### config.mk
export PLATFORM = sky130hd
export DESIGN_NAME = pow2_step_counter
export DESIGN_NICKNAME = d
export VERILOG_FILES = /design/src/rtl/pow2_step_counter.sv
export SDC_FILE = /design/constraint.sdc
export NUM_CORES = 1
export LEC_CHECK = 0
export ABC_AREA = 1
export CAP_MARGIN = 20
export CELL_PAD_IN_SITES_DETAIL_PLACEMENT = 1
export CELL_PAD_IN_SITES_GLOBAL_PLACEMENT = 1
export CORE_ASPECT_RATIO = 1.4
export CORE_UTILIZATION = 37
export CTS_CLUSTER_SIZE = 14
export DETAILED_ROUTE_END_ITERATION = 16
export PLACE_DENSITY_LB_ADDON = 0.08
export SLEW_MARGIN = 20
export SYNTH_ARGS = -nofsm -noshare
export SYNTH_HDL_FRONTEND = slang
export SYNTH_SLANG_ARGS = --single-unit
### constraint.sdc
create_clock -name clk_i -period 5.4 [get_ports clk_i]
set_input_delay 0.54 -clock clk_i [delete_from_list [all_inputs] [get_ports clk_i]]
set_output_delay 0.54 -clock clk_i [all_outputs]
set_load 0.01 [all_outputs]
### src/rtl/pow2_step_counter.sv
// Up/down counter stepping by a runtime-selected power of two; bits below the step are preserved.
// Optional sticky overflow flag enabled by defining POW2_STEP_COUNTER_STICKY_OVF_EN.
module pow2_step_counter #(
  parameter int               WIDTH       = 16,
  parameter int               MAX_POWER   = 3,
  parameter logic [WIDTH-1:0] RESET_VALUE = '0,
  localparam int              POW_W       = (MAX_POWER > 0) ? $clog2(MAX_POWER + 1) : 1
) (
  input  logic             clk_i,
  input  logic             rst_ni,
  input  logic             en_i,
  input  logic             load_i,
  input  logic [WIDTH-1:0] load_data_i,
  input  logic             dir_i,
  input  logic [POW_W-1:0] pow_i,
  input  logic             sat_i,
  output logic [WIDTH-1:0] data_o,
  output logic             wrap_o,
  output logic             at_limit_o
`ifdef POW2_STEP_COUNTER_STICKY_OVF_EN
  ,
  input  logic             ovf_clr_i,
  output logic             ovf_sticky_o
`endif
);

  logic [POW_W-1:0] p;
  logic [WIDTH-1:0] step, hi_mask, upper;
  logic [WIDTH:0]   sum, diff;
  logic [WIDTH-1:0] data_d;
  logic             wrap_d;

  assign p       = (int'(pow_i) > MAX_POWER) ? POW_W'(MAX_POWER) : pow_i;
  assign step    = {{(WIDTH-1){1'b0}}, 1'b1} << p;
  assign hi_mask = ~(step - {{(WIDTH-1){1'b0}}, 1'b1});
  assign upper   = data_o & hi_mask;

  // Adding/subtracting 2^p touches only U; the extra MSB is U's carry/borrow.
  assign sum  = {1'b0, data_o} + {1'b0, step};
  assign diff = {1'b0, data_o} - {1'b0, step};

  assign at_limit_o = dir_i ? (upper == '0) : (upper == hi_mask);

  always_comb begin
    data_d = data_o;
    wrap_d = 1'b0;
    if (load_i) begin
      data_d = load_data_i;
    end else if (en_i) begin
      if (!dir_i) begin
        wrap_d = sum[WIDTH];
        if (!(sum[WIDTH] && sat_i)) data_d = sum[WIDTH-1:0];
      end else begin
        wrap_d = diff[WIDTH];
        if (!(diff[WIDTH] && sat_i)) data_d = diff[WIDTH-1:0];
      end
    end
  end

  always_ff @(posedge clk_i or negedge rst_ni) begin
    if (!rst_ni) begin
      data_o <= RESET_VALUE;
      wrap_o <= 1'b0;
    end else begin
      data_o <= data_d;
      wrap_o <= wrap_d;
    end
  end

`ifdef POW2_STEP_COUNTER_STICKY_OVF_EN
  // Set has priority so a wrap coinciding with a clear is never lost.
  always_ff @(posedge clk_i or negedge rst_ni) begin
    if (!rst_ni)        ovf_sticky_o <= 1'b0;
    else if (wrap_d)    ovf_sticky_o <= 1'b1;
    else if (ovf_clr_i) ovf_sticky_o <= 1'b0;
  end
`endif

endmodule

Yosys cells after proc, flatten, opt, wreduce, memory -nomap -nowiden. Cells that the tools add are included. W data, S select, Z words.

Shift operators: 1. Muxes and demuxes: 9. Equal/unequal tests: 3. $add $sub $neg: 3. Bitwise logic cells: 2. Reduce and logical (&&, ||, !) cells: 5.

Operator list (count): $mux W16 (5); $add A16 B16 Y17 (1); $sub A16 B16 Y17 (1); $and A16 B16 Y16 (1); $eq A16 B16 Y1 (1); $logic_not A16 Y1 (1); $not A16 Y16 (1); $shl A1 B2 Y16 const A (1); $sub A16 B1 Y16 const B (1); $ne A3 B3 Y1 const B (2); $mux W1 (4); $reduce_and A3 Y1 (1); $logic_and A1 B1 Y1 (2); $reduce_bool A2 Y1 (1).

Register bits: 17. Input port bits: 24. Logic and storage cells: 25. Output and inout bits: 18.

Longest topological paths before layout.
Depth in word-level cells: 7. Depth in mapped cells: 16. Mapped depth without buffers: 16.

Worst setup path before layout. No wires, ideal clock.

Kind: input to register. Start: input pow_i[1]. End: register data_o[14]. Stages on the path: 14. Setup slack: 3268 ps. Arrival time: 2015 ps. Cell sequence: nor2_1 ha_1 inv_1 fa_1 nand2_1 inv_1 nand2_1 nand2_1 nor2_1 nand4_1 nand3_4 inv_1 nand2_1 nand2_1.

Word-level cells in the longest chain between the ends: 6. Elaborated cells between the ends (all ways): 13.

RTL lines: start: declaration (RTL line 15) `input logic [POW_W-1:0] pow_i,`; $shl A1 B2 Y16 * (RTL line 34) `assign step = {{(WIDTH-1){1'b0}}, 1'b1} << p;`; $add A16 B16 Y17 / $sub A16 B16 Y17 (equally long branches) (RTL line 39, 40); $mux W16 (on tied branches) (RTL line 52, 55); $mux W16 (RTL line 50) `if (!dir_i) begin`; $mux W16 (RTL line 49) `end else if (en_i) begin`; $mux W16 (RTL line 47) `if (load_i) begin`; end signal: assignment (RTL line 65) `data_o <= data_d;`; end: declaration (RTL line 17) `output logic [WIDTH-1:0] data_o,`.

Every way passes the cells marked *; elsewhere a longest branch is shown, timed or not. The select of a mux whose other input is x is not followed. A chain may end at the register's enable or synchronous reset.

Worst setup path after layout.
Start: input dir_i. End: output at_limit_o.

Word-level cells in the longest chain between the ends: 1.

RTL lines: start: declaration (RTL line 14) `input logic dir_i,`; $mux W1 (RTL line 42) `assign at_limit_o = dir_i ? (upper == '0) : (upper == hi_mask);`; end: declaration (RTL line 19) `output logic at_limit_o`.

Every way passes these cells.

==> reports/results.ini <==
[job]
drv_cap=0

[sta]
period_share_pct=65.0
fin_crit_ps=3510
timing.fmax_ghz=0.285
worst_pin_slew_ps=927
holdWs_ps=571
setup_viol=0
timing.final.hold_violations=0
slew_headroom_pct=38.0
maxSlewViolCount=0
rsz0062_at_grt=no
tns_ps=0
fin_worst_skew_ps=2.48

[worst_setup_path]
r2r_start=data_o[0]
crit_start=dir_i
crit_fanout=20
worstPathArrival_ps=2970
r2r_slack_ps=3000
critPathLaunchType=input pin
critPathCaptureType=output port
crit_type=input pin to output port
critPathRequiredTime_ps=4860

[cells_and_area]
area_growth_pct=24.0
layout.nets=400
diodes=0
nFillCells=701
drive_above_1_share_pct=3.56

[synthesis]
ys.flop_type=dfrtp_1
synth.most_common_cell=nand2_1
syn_nets=364
yosysTopAreaCell=nand2_1
synth_seq_cells=17
avgSynthCellArea_sq_um=5.85
yosysSeqAreaShare_pct=22.0
synth_edf_count=0
synth_top_area_share_pct=26.6
synth_area_leaders=nand2_1 (27%), dfrtp_1 (22%), nand3_1 (11%)
netlist_top_cells_count=nand2_1 (137), nand3_1 (42), inv_1 (37), nor2_1 (28), dfrtp_1 (17)
synthArstFlopShare_pct=100
netlist_instances=330
synth_cell_types=31
syn-cell-area_sq_um=1930
yosys_warnings=0

[pwr]
vdd_ir_drop_max_v=0.0000964
powerDensity_nw_per_um2=219
p_leak_nw=1.24

[global_routing]
overflow=0
antenna_found_initial=0
grt_use_total_pct=25.4
grt_pass1_wl_um=11100
grt_pass1_vias=2429
grt_max_degree=21

[clock_tree]
cts.repair.resized=0
postCtsSetupBuffers=0
cts_sinks=17
worstSkewPairLatency_ps=260
numCtsBuffers=3
ctsLongestPathBuffers=2
tritoncts=yes
htree_levels=1
cts_hold_buffers=0
cts_root_buf=clkbuf_8
path_clk_slew_ps=80

[floorplanning]
io_pins=42
die_area_sq_um=5510
core.rowCount=30
coreArea_sq_um=4920
die_h_um=87.5
initial_core_util_pct=39.3
fp.dieW_um=63.1

[routing]
drc=0
drtIter0Drc=79
vias=2270
routed_wirelength_um=6340
via_per_inst=5.29
final_antenna_net_count=0
wl_per_cell_um=14.8
firstDrtPassIters=4

[worst_hold_path]
hold_class=flop to flop
hold_start=data_o[0]

[run_status]
status=finished, final reports clean

[place]
port_buffers=41
hpwl_um=4850
gp_congestion=0.856

state kept, by name (all words and copies together) (netlist names):
name,count
data_o,16
wrap_o,1
per-stage QoR:
stage	cell area (sq um)	power, mW	setup WS (ps)	std cells	util, %
after global placement	2350	0.414	1970	425	47.8
after detailed placement	2350	0.422	1900	425	47.8
final	2390	0.524	1890	429	48.7
after floorplan	1930	0.327	3270	330	-
after global routing	2390	0.567	1750	429	48.7
after CTS	2390	0.528	1880	429	48.7
cell usage in the layout (no fill, tap or decap), types with 3 or more instances in the layout:
cell	count
clkbuf_8	3
nor2_1	28
nand3_1	42
nand4_1	11
inv_1	37
o21ai_0	9
dfrtp_1	17
a21oi_1	7
ha_1	8
nand2_1	137
clkdlybuf4s50_1	41
power breakdown:
| group | leakage [nW] | internal, mW | switching [mW] |
|---|---|---|---|
| clock | 0.0228 | 0.0526 | 0.0529 |
| sequential | 0.209 | 0.143 | 0.0407 |
| combinational | 1.01 | 0.0993 | 0.135 |
layer usage:
metal  wire, um  up-vias  GRT usage, %
li1           -     1122             -
met1       2710     1095          28.9
met2       3320       40          48.9
met3        125       13          1.96
met4        180        0          8.88
met5          0        -             0
final cells by class:
cell class,instances,area [sq um],share of cell area [%]
clock buffers,4,45.0,1.88
well taps,64,80.1,3.34
inverters,38,143,5.96
repair buffers,41,410,17.1
multi-input cells,265,1290,53.9
flip-flops and latches,17,425,17.8
path summary, 6_finish.rpt:
| path | depth (start not counted) | endpoint |
|---|---|---|
| max in group asynchronous | 1 | data_o[5] |
| min in group asynchronous | 1 | data_o[12] |
| max | 5 | at_limit_o |
| max reg2reg | 14 | data_o[14] |
| min | 2 | data_o[0] |
| min reg2reg | 2 | data_o[0] |
critical path: stages:
cell and delay [ps]:
clkdlybuf4s50_1 720, inv_1 630, nand3_1 180, o31ai_1 310, clkdlybuf4s50_1 590
kinds of logic (layout without fill, tap and decap cells):
logic type / count (synthesis) / after routing / share of synthesized area (%)
AOI/OAI and AO/OA: 21 / 21 / 6.22
xor gates and xnor gates: 1 / 1 / 0.454
adders and majority gates: 10 / 10 / 7.26
buffers and inverters: 48 / 83 / 11.1
DFF: 17 / 17 / 22.0
muxes: 1 / 1 / 0.518
and+or+nand+nor: 232 / 232 / 52.4
Power figures use the tool's default switching activity.
